--- src/rtl/clock_divider_bank.sv ---
// clock_divider_bank: bank of glitch-free programmable clock dividers with phase offset and tick
module clock_divider_bank #(
  parameter int CHANNELS    = 4,
  parameter int CNT_WIDTH   = 8,
  parameter int SEL_WIDTH   = 2,
  parameter int DEFAULT_DIV = 2
) (
  input  logic                 clock,
  input  logic                 reset,
  input  logic                 resync,
  input  logic                 cfg_wren,
  input  logic [SEL_WIDTH-1:0] cfg_channel,
  input  logic [CNT_WIDTH-1:0] cfg_div,
  input  logic [CNT_WIDTH-1:0] cfg_phase,
  output logic [CHANNELS-1:0]  clk_out,
  output logic [CHANNELS-1:0]  tick,
  output logic [CHANNELS-1:0]  cfg_pending
);
  localparam logic [CNT_WIDTH-1:0] ONE = 1;
  localparam logic [CNT_WIDTH-1:0] TWO = 2;
  for (genvar c = 0; c < CHANNELS; c++) begin : g_ch
    logic [CNT_WIDTH-1:0] cnt_q, cnt_d, div_q, div_d, phase_q, phase_d;
    logic [CNT_WIDTH-1:0] pdiv_q, pdiv_d, pphase_q, pphase_d, cnt_n;
    logic pend_q, pend_d, clk_q, clk_d, tick_q, tick_d, hit, apply, en;
    // pending config lands at terminal count, immediately when disabled, or on resync
    always_comb begin
      hit      = cfg_wren && cfg_channel == SEL_WIDTH'(c);
      apply    = pend_q && (resync || div_q < TWO || cnt_q == div_q - ONE);
      div_d    = apply ? pdiv_q : div_q;
      phase_d  = apply ? pphase_q : phase_q;
      en       = div_d >= TWO;
      cnt_n    = (apply || cnt_q == div_q - ONE) ? '0 : cnt_q + ONE;
      cnt_d    = !en ? '0 : resync ? (phase_d < div_d ? phase_d : '0) : cnt_n;
      clk_d    = en && !resync && cnt_n < (div_d >> 1);
      tick_d   = en && !resync && cnt_n == '0;
      pend_d   = hit || (pend_q && !apply);
      pdiv_d   = hit ? cfg_div : pdiv_q;
      pphase_d = hit ? cfg_phase : pphase_q;
    end
    always_ff @(posedge clock or posedge reset) begin
      if (reset) begin
        cnt_q    <= '0;
        div_q    <= CNT_WIDTH'(DEFAULT_DIV);
        phase_q  <= '0;
        pdiv_q   <= CNT_WIDTH'(DEFAULT_DIV);
        pphase_q <= '0;
        pend_q   <= 1'b0;
        clk_q    <= 1'b0;
        tick_q   <= 1'b0;
      end else begin
        cnt_q    <= cnt_d;
        div_q    <= div_d;
        phase_q  <= phase_d;
        pdiv_q   <= pdiv_d;
        pphase_q <= pphase_d;
        pend_q   <= pend_d;
        clk_q    <= clk_d;
        tick_q   <= tick_d;
      end
    end
    assign clk_out[c]     = clk_q;
    assign tick[c]        = tick_q;
    assign cfg_pending[c] = pend_q;
  end
endmodule

--- config.mk ---
export PLATFORM = sky130hd
export DESIGN_NAME = clock_divider_bank
export DESIGN_NICKNAME = d
export VERILOG_FILES = /design/src/rtl/clock_divider_bank.sv
export SDC_FILE = /design/constraint.sdc
export NUM_CORES = 1
export LEC_CHECK = 0
export ABC_AREA = 1
export CELL_PAD_IN_SITES_DETAIL_PLACEMENT = 0
export CELL_PAD_IN_SITES_GLOBAL_PLACEMENT = 1
export CORE_MARGIN = 5
export CORE_UTILIZATION = 30
export CTS_BUF_LIST = sky130_fd_sc_hd__clkbuf_4
export DETAILED_ROUTE_END_ITERATION = 12
export MAX_ROUTING_LAYER = met4
export PLACE_DENSITY_LB_ADDON = 0.1
export SYNTH_ARGS = -nofsm -noshare
export SYNTH_HDL_FRONTEND = slang
export SYNTH_SLANG_ARGS = --single-unit
--- constraint.sdc ---
create_clock -name clock -period 7 [get_ports clock]
set_input_delay 1.05 -clock clock [delete_from_list [all_inputs] [get_ports clock]]
set_output_delay 1.05 -clock clock [all_outputs]
set_load 0.02 [all_outputs]
==> summary.txt, run 1 <==
Status
  – Status: complete, no violations

STA
  – Clk_skew: 0.0246 ns
  – Final hold violations: 0
  – Final setup TNS: 0 ns
  – Peak Freq: 233 MHz
  – Worst-margin pin slew: 1.07 ns
  – Hold_ws: 0.494 ns
  – RSZ-0062 raised after global routing: no
  – Final Cycle Share: 61.3%
  – Final Setup Violations: 0
  – Max Slew Vio Count: 0
  – Tmin final: 4.29 ns
  – Slew HR: 28.7%

Clock network
  – Cts hold-fix bufs: 0
  – CTS Buf Count: 17
  – CTS Root Cell: clkbuf_4
  – CTS sink count: 172
  – Reg clk slew, reported paths: 0.16 ns
  – Clk_lat worst skew: 0.59 ns
  – # H-tree levels: 4
  – CTS tree: yes
  – Max Buffers Root-to-Sink: 2
  – Setup bufs post-CTS: 0
  – Post-CTS sizing: 0

Hold path
  – HP Class: flip-flop to flip-flop
  – Hold Crit Depth: 2
  – Worst Hold Launch: g_ch[2].pdiv_q[7]$_DFFE_PP0P_
  – Worst Hold End: g_ch[2].pdiv_q[7]$_DFFE_PP0P_

Die
  – Die footprint: 38500 um^2
  – Initial cell density of the core: 30.3%
  – Core ar.: 34400 um^2
  – Die X: 196 um
  – IO Pins: 34
  – Die Span Y: 196 um
  – Core Rows: 68

Routing
  – DR iter-0 viols: 481
  – Antenna Nets Post-Route: 0
  – Vias per cell: 4.45
  – Vias: 8207
  – DR DRC count: 0
  – Drt pass-1 iters: 5
  – Routed WL: 28500 um
  – Wirelength per Cell: 15.5 um

GRT
  – Vias in the first global route: 8101
  – Largest net degree at the start of global routing: 106
  – Initial antenna violation count: 1
  – Total gr overflow: 0
  – GR Util All Layers: 15.7%
  – First-pass GRT wire length: 46100 um

Pwr
  – Leak: 5.85 nW
  – Sw frac: 42.6%
  – Internal power: 2.05 mW
  – Power Density: 314 nW/um^2
  – Combinational Power Share: 41.7%
  – Max VDD drop: 0.000102 V
  – Net Switching: 1.52 mW
  – Seq pwr share: 40.5%
  – Clk pwr share: 17.7%

Logic synthesis
  – Mapped Area: 10400 um^2
  – Largest cells by area after synthesis: dfrtp_1, nand2_1, inv_1
  – Net Count, Synth: 1447
  – Area leader, netlist: dfrtp_1
  – Yosys cell types: 40
  – Syn. warnings: 0
  – Mean post-synth cell area: 7.62 um^2
  – Seq/Total Area, Yosys: 41.5%
  – Post-synthesis register bit count: 172
  – Mux cell area share after synthesis: 0%
  – Synth Area in Adders: 7.22%
  – Compound-cell area share of the yosys netlist: 7.78%
  – Cell count after synthesis: 1365
  – Top-area cell type share of the netlist area: 39.5%
  – Synth Area in Simple Gates: 30.5%
  – Post-Synth XOR/XNOR Area: 2.86%
  – Largest family of logic cells by synthesized area: simple AND/OR/NAND/NOR gates

Placed design
  – Dpl hpwl: 21600 um
  – Routability cong.: 0.822
  – IO buf count: 33
  – Dpl cell area: 11100 um^2

Setup path
  – Crit-path max FO: 23
  – Cell Chain, Critical Path: clkdlybuf4s50_1 -> a31oi_1 -> nand2_2 -> nand2_2 -> o21ai_0 -> ha_1 -> a21oi_1 -> nor2_1 -> a211oi_1 -> nand3_1 -> nand2_1
  – Type of the worst setup path: input port to flip-flop
  – Worst Path Required: 7.54 ns
  – CP Launch Type: input port
  – Max stage delay cell, worst path: clkdlybuf4s50_1
  – Worst R2R End: g_ch[2].cnt_q[5]$_DFF_PP0_
  – CP peak stage delay: 0.87 ns
  – Worst Reg2Reg Path Length in Cells: 17
  – Worst path bufs/invs: 1
  – Crit path top cell by count: nand2_2
  – Crit. End Element: flip-flop
  – RR Startpoint: g_ch[2].div_q[1]$_DFF_PP1_
  – Top delay family on crit path: compound AO/OA/AOI/OAI gates
  – R2r setup slk: 2.99 ns
  – Arrival time at the worst endpoint: 4.83 ns

Layout
  – Share of layout cells above drive strength 1: 8.13%
  – Fin util: 33.0%
  – P&R area growth vs syn: 9.23%
  – Commonest non-fill, non-tap cells in the layout: nand2_1, inv_1, dfrtp_1, nand3_1, nor2_1
  – Nets: 1459
  – Leading cell type in the layout, fill and taps excluded: nand2_1
  – # fillers: 3816
  – Final Cell Area: 11400 um^2

Job
  – Max cap viols: 0
power groups by stage:
stage	clock, mW	combinational [mW]	sequential, mW
after floorplan	0	1.17	1.39
after global placement	0	1.51	1.47
after detailed placement	0	1.51	1.47
after CTS	0.668	1.52	1.45
after global routing	0.694	1.75	1.48
final	0.633	1.49	1.45
worst min-delay path, delay by kind of cell (launching register included):
family           cells  cell delay (ns)
flip-flops           1             0.37
AO/OA/AOI/OAI        1             0.06
AND/OR/NAND/NOR      1             0.05
layout make-up:
class	count	area, um^2	area share [%]
sequential	172	4310	38.0
tap	455	569	5.01
clock inverter	14	169	1.49
antenna	1	2.50	0.0220
multi-input combinational	941	5030	44.3
timing repair buffer	35	345	3.04
inverter	210	796	7.01
clock buffer	18	135	1.19
registers in the layout, summed over array words and instances (netlist names):
name	cells
g_ch.clk_q	4
g_ch.tick_q	4
g_ch.phase_q	32
g_ch.pdiv_q	32
g_ch.div_q	32
g_ch.pend_q	4
g_ch.pphase_q	32
g_ch.cnt_q	32
stage by stage:
| stage | setup WS, ns | total power [mW] | instances |
|---|---|---|---|
| 2_1_floorplan | 1.30 | 2.56 | 1365 |
| 3_3_place_gp | 2.06 | 2.98 | 1813 |
| 3_5_place_dp | 2.00 | 2.98 | 1813 |
| 4_1_cts | 2.66 | 3.64 | 1845 |
| 5_1_grt | 2.37 | 3.92 | 1846 |
| 6_report | 2.71 | 3.57 | 1846 |
cell usage after synthesis (all sizes together):
cell type and instances:
nand2 392, inv 210, dfrtp 164, nor2 129, o21ai 110, nand3 106, ha 60, a21oi 28
nand3b 28, buf 26, xor2 18, clkbuf 16, xnor2 16, nor3 13, dfstp 8, or2 8
o211ai 6, nor4 5, a211oi 4, and3 4, and2 3, nand2b 3, nand4 3, a31oi 2
o21a 2, o221ai 1
cell families after synthesis:
logic type | Yosys count
buffers and inverters | 252
DFF | 172
adders and majority gates | 60
AOI/OAI and AO/OA | 153
xor gates and xnor gates | 34
and+or+nand+nor | 694
routing by layer:
metal | up-vias | wire length (um) | GRT usage [%]
li1 | 4324 | - | -
met1 | 3755 | 14600 | 21.9
met2 | 102 | 12900 | 24.4
met3 | 26 | 609 | 2.13
met4 | 0 | 401 | 3.90
met5 | - | 0 | -
worst max path at each step:
stage / endpoint / cells after the start / from / slack (ns)
after CTS: g_ch[0].cnt_q[3]$_DFF_PP0_ / 11 / resync / 2.66
after global placement: g_ch[0].cnt_q[0]$_DFF_PP0_ / 11 / resync / 2.06
after global routing: g_ch[2].cnt_q[5]$_DFF_PP0_ / 11 / resync / 2.37
after floorplan: g_ch[0].clk_q$_DFF_PP0_ / 1 / reset / 1.30
after detailed placement: g_ch[0].cnt_q[3]$_DFF_PP0_ / 11 / resync / 2.00
final: g_ch[0].cnt_q[6]$_DFF_PP0_ / 11 / resync / 2.71
Power figures use the tool's default switching activity.
==> run 2: changes to the inputs <==
==> constraint.sdc (replaced) <==
create_clock -name clock -period 3.63 [get_ports clock]
set_input_delay 0.5445 -clock clock [delete_from_list [all_inputs] [get_ports clock]]
set_output_delay 0.5445 -clock clock [all_outputs]
set_load 0.02 [all_outputs]
==> summary.txt, run 2 (synthesized netlist as in run 1, its figures left out) <==
Setup path
  – RR Startpoint: g_ch[2].div_q[1]$_DFF_PP1_
  – Cell Chain, Critical Path: inv_2 -> ha_1 -> xor2_1 -> nand2_1 -> nor2_1 -> nand3_1 -> nor2_1 -> nand2_1 -> nand2_1 -> nand2_4 -> buf_4 -> nand2_1 -> nand2_1 -> ha_1 -> nand2_1 -> nor2_1 -> a211oi_1 -> buf_4 -> nand3_1 -> nand2_1
  – Crit. Startpoint: g_ch[2].div_q[1]$_DFF_PP1_
  – Crit path top cell by count: nand2_1
  – Worst R2R End: g_ch[2].cnt_q[6]$_DFF_PP0_
  – R2r setup slk: 0.31 ns
  – Crit. End Element: flip-flop
  – Worst Reg2Reg Path Length in Cells: 20
  – Crit-path max FO: 14
  – Max stage delay cell, worst path: dfstp_2
  – CP Launch Type: flip-flop
  – CP endpoint: g_ch[2].cnt_q[6]$_DFF_PP0_
  – Type of the worst setup path: flip-flop to flip-flop
  – Arrival time at the worst endpoint: 3.85 ns
  – CP peak stage delay: 0.56 ns
  – Worst Path Required: 4.16 ns

GRT
  – Total gr overflow: 0
  – First-pass GRT wire length: 46900 um
  – Vias in the first global route: 8436
  – Gr busiest metal: met2
  – Met2 global-route usage: 24.3%
  – Met1 Use GR: 22.2%
  – Grt met3 use: 2.35%
  – Initial antenna violation count: 1
  – Largest net degree at the start of global routing: 69
  – GR Util All Layers: 15.9%

Routing
  – Vias per cell: 4.44
  – Vias: 8274
  – Wirelength per Cell: 15.3 um
  – DR iter-0 viols: 507
  – DR DRC count: 0
  – Drt pass-1 iters: 5
  – Antenna Nets Post-Route: 0
  – Routed WL: 28500 um

Pwr
  – Power Density: 599 nW/um^2
  – Max VDD drop: 0.000169 V
  – Leak: 5.97 nW
  – Power Total: 6.91 mW

Layout
  – Nets: 1476
  – # fillers: 3768
  – P&R area growth vs syn: 10.8%
  – Register area: 4310 um^2
  – Final Cell Area: 11500 um^2
  – Share of layout cells above drive strength 1: 9.59%
  – Fin util: 33.5%
  – Multi-input gate area: 5050 um^2
  – Commonest non-fill, non-tap cells in the layout: nand2_1, inv_1, dfrtp_1, nand3_1, nor2_1
  – Leading cell type in the layout, fill and taps excluded: nand2_1

Clock network
  – Cts hold-fix bufs: 0
  – CTS Buf Count: 17
  – # H-tree levels: 4
  – Post-CTS sizing: 0
  – CTS tree: yes
  – CTS sink count: 172
  – CTS Root Cell: clkbuf_4
  – Max Buffers Root-to-Sink: 2
  – Reg clk slew, reported paths: 0.16 ns
  – Setup bufs post-CTS: 0
  – Clk_lat worst skew: 0.62 ns

Hold path
  – HP Class: input port to asynchronous set/reset pin

Die
  – IO Pins: 34
  – Die X: 196 um
  – Die footprint: 38500 um^2
  – Initial cell density of the core: 30.3%
  – Die Span Y: 196 um
  – Core ar.: 34400 um^2
  – Core Rows: 68

STA
  – Slew HR: 30.8%
  – Final hold violations: 0
  – Max Slew Vio Count: 0
  – Hold_ws: 0.444 ns
  – Worst-margin pin slew: 1.04 ns
  – Final Cycle Share: 91.4%
  – RSZ-0062 raised after global routing: no
  – Clk_skew: 0.0371 ns
  – Peak Freq: 302 MHz
  – Final setup TNS: 0 ns
  – Tmin final: 3.32 ns
  – Final Setup Violations: 0

Placed design
  – Dpl hpwl: 21800 um
  – IO buf count: 33
  – Dpl cell area: 11200 um^2
  – Routability cong.: 0.810

Status
  – Status: complete, no violations

Job
  – Max cap viols: 0
## run 2: power by group
part           internal (mW)  total (mW)  switching, mW  leakage, nW
registers               2.39        2.81          0.420         2.12
logic                   1.15        2.93           1.79         3.70
clock network          0.364        1.17          0.804        0.148
## run 2: worst min-delay path by stage
stage	slack [ns]	endpoint	from	cells past startpoint
finish	0.44	g_ch[2].pphase_q[1]$_DFFE_PP0P_	reset	2
global route	0.46	g_ch[2].cnt_q[0]$_DFF_PP0_	reset	2
floorplan	0.44	g_ch[0].pdiv_q[2]$_DFFE_PP0P_	g_ch[0].pdiv_q[2]$_DFFE_PP0P_	2
detailed placement	0.47	g_ch[3].pdiv_q[4]$_DFFE_PP0P_	g_ch[3].pdiv_q[4]$_DFFE_PP0P_	2
CTS	0.42	g_ch[2].cnt_q[0]$_DFF_PP0_	reset	2
global placement	0.47	g_ch[0].pphase_q[3]$_DFFE_PP0P_	g_ch[0].pphase_q[3]$_DFFE_PP0P_	2
## run 2: metrics by stage
step	instances	setup WS (ns)
finish	1863	0.313
global route	1863	0.000810
CTS	1862	0.0347
detailed placement	1830	0.0702
global placement	1830	0.0610
floorplan	1365	0.365
## run 2: area by class of cell
cell class	count	area share [%]
multi-input cells	941	43.8
well taps	455	4.94
clock buffers	17	1.11
flip-flops and latches	172	37.4
repair buffers	52	4.54
clock inverters	15	1.29
diodes	1	0.0217
inverters	210	6.87
## run 2: critical path, delay by kind of cell (launching register included)
family / cells / cell delay [ns]
AND/OR/NAND/NOR: 13 / 1.30
flip-flops: 1 / 0.56
AO/OA/AOI/OAI: 1 / 0.16
XOR/XNOR: 1 / 0.15
adder cells (fa/ha/maj): 2 / 0.62
buffers and inverters: 3 / 0.46
## run 2: metal layers
layer  routed length [um]  vias up  part of all wire [%]
li1                     -     4347                     -
met1                14500     3824                    51
met2                12900       74                    45
met3                  622       29                   2.2
met4                  416        0                   1.5
met5                    0        -                     0
==> run 3: changes to the inputs <==
--- a/config.mk
+++ b/config.mk
@@ -6,6 +6,7 @@
 export NUM_CORES = 1
 export LEC_CHECK = 0
 export ABC_AREA = 1
+export CAP_MARGIN = 20
 export CELL_PAD_IN_SITES_DETAIL_PLACEMENT = 0
 export CELL_PAD_IN_SITES_GLOBAL_PLACEMENT = 1
 export CORE_MARGIN = 5
==> summary.txt, run 3 (synthesized netlist as in run 1, its figures left out) <==
STA
  – Peak Freq: 302 MHz
  – Worst-margin pin slew: 0.899 ns
  – Tmin final: 3.31 ns
  – Clk_skew: 0.0410 ns
  – RSZ-0062 raised after global routing: no
  – Final Cycle Share: 91.2%
  – Final Setup Violations: 0
  – Max Slew Vio Count: 0
  – Final hold violations: 0
  – Slew HR: 39.9%
  – Final setup TNS: 0 ns

Setup path
  – Type of the worst setup path: flip-flop to flip-flop
  – Arrival time at the worst endpoint: 3.85 ns
  – Worst R2R End: g_ch[2].cnt_q[6]$_DFF_PP0_
  – Top delay family on crit path: simple AND/OR/NAND/NOR gates
  – CP peak stage delay: 0.56 ns
  – R2r setup slk: 0.32 ns
  – Crit. End Element: flip-flop
  – Cell Chain, Critical Path: inv_2 -> ha_1 -> xor2_1 -> nand2_1 -> nor2_1 -> nand3_1 -> nor2_1 -> nand2_1 -> nand2_1 -> nand2_4 -> buf_4 -> nand2_1 -> nand2_1 -> ha_1 -> nand2_1 -> nor2_1 -> a211oi_1 -> buf_4 -> nand3_1 -> nand2_1
  – Crit-path max FO: 14
  – Worst Path Required: 4.17 ns
  – RR Startpoint: g_ch[2].div_q[1]$_DFF_PP1_
  – Worst path bufs/invs: 3
  – CP Launch Type: flip-flop
  – Worst Reg2Reg Path Length in Cells: 20
  – Max stage delay cell, worst path: dfstp_2
  – Crit path top cell by count: nand2_1

Clock network
  – Clk_lat worst skew: 0.63 ns
  – CTS Buf Count: 17
  – # H-tree levels: 4
  – CTS tree: yes
  – Reg clk slew, reported paths: 0.16 ns
  – Setup bufs post-CTS: 0
  – Cts hold-fix bufs: 0
  – CTS sink count: 172
  – Max Buffers Root-to-Sink: 2
  – CTS Root Cell: clkbuf_4

Layout
  – Leading cell type in the layout, fill and taps excluded: nand2_1
  – # fillers: 3766
  – P&R area growth vs syn: 11.1%
  – Nets: 1477
  – Fin util: 33.6%
  – Share of layout cells above drive strength 1: 9.66%
  – Multi-input gate area: 5050 um^2
  – Commonest non-fill, non-tap cells in the layout: nand2_1, inv_1, dfrtp_1, nand3_1, nor2_1
  – Register area: 4310 um^2

GRT
  – Total gr overflow: 0
  – Initial antenna violation count: 1
  – First-pass GRT wire length: 46900 um
  – Vias in the first global route: 8436
  – Largest net degree at the start of global routing: 69
  – GR Util All Layers: 15.9%

Die
  – IO Pins: 34
  – Die Span Y: 196 um
  – Die X: 196 um
  – Core ar.: 34400 um^2
  – Core Rows: 68
  – Die footprint: 38500 um^2
  – Initial cell density of the core: 30.3%

Placed design
  – Routability cong.: 0.810
  – IO buf count: 33
  – Dpl hpwl: 21800 um

Routing
  – Wirelength per Cell: 15.3 um
  – DR iter-0 viols: 494
  – Antenna Nets Post-Route: 0
  – DR DRC count: 0
  – Vias: 8289
  – Routed WL: 28500 um
  – Drt pass-1 iters: 5
  – Vias per cell: 4.45

Pwr
  – Leak: 5.98 nW
  – Power Density: 599 nW/um^2
  – Max VDD drop: 0.000169 V

Status
  – Status: complete, no violations

Hold path
  – HP Class: input port to asynchronous set/reset pin

Job
  – Max cap viols: 0
run 3: how the worst max path moves through the flow:
stage                                     from                    endpoint  depth (start not counted)
CTS                 g_ch[2].div_q[1]$_DFF_PP1_  g_ch[2].cnt_q[6]$_DFF_PP0_                         20
finish              g_ch[2].div_q[1]$_DFF_PP1_  g_ch[2].cnt_q[6]$_DFF_PP0_                         20
detailed placement  g_ch[0].div_q[1]$_DFF_PP1_  g_ch[0].cnt_q[3]$_DFF_PP0_                         19
global placement    g_ch[2].div_q[1]$_DFF_PP1_  g_ch[2].cnt_q[6]$_DFF_PP0_                         20
global route        g_ch[3].div_q[1]$_DFF_PP1_  g_ch[3].cnt_q[3]$_DFF_PP0_                         17
floorplan           g_ch[0].div_q[1]$_DFF_PP1_  g_ch[0].cnt_q[0]$_DFF_PP0_                         21
run 3: routing by layer:
layer,part of all wire [%],track usage (%),up-vias
met5,0,-,-
met4,1.4,4.03,0
met3,2.0,2.35,29
met2,45,24.3,75
met1,51,22.2,3836
li1,-,-,4349
run 3: stage by stage:
| stage | cell area (um^2) | worst slack, ns | power [mW] | cells | hold WS (ns) |
|---|---|---|---|---|---|
| finish | 11600 | 0.321 | 6.92 | 1864 | 0.437 |
| global route | 11600 | 0.000810 | 7.62 | 1864 | 0.463 |
| CTS | 11500 | 0.0347 | 7.02 | 1862 | 0.419 |
| detailed placement | 11200 | 0.0702 | 5.83 | 1830 | 0.473 |
| global placement | 11200 | 0.0610 | 5.83 | 1830 | 0.466 |
| floorplan | 10400 | 0.365 | 4.94 | 1365 | 0.444 |
run 3: final cells by class:
class                           count  area share, %
Tap cell                          455           4.93
Clock inverter                     15           1.29
Clock buffer                       17           1.10
Timing Repair Buffer               53           4.77
Inverter                          210           6.86
Multi-Input combinational cell    941           43.7
Antenna cell                        1         0.0217
Sequential cell                   172           37.3
run 3: report_power, final:
part           total [mW]  switching (mW)  leakage (nW)  internal (mW)
combinational        2.94            1.79          3.71           1.15
sequential           2.81           0.421          2.12           2.39
clock                1.17           0.807         0.148          0.364
total                6.92            3.02          5.98           3.90
run 3: timing repair:
action | 4_1_cts | 5_1_grt
gates resized for setup | 0 | 11
setup endpoints to repair | 0 | 24
hold endpoints to repair | 0 | 0
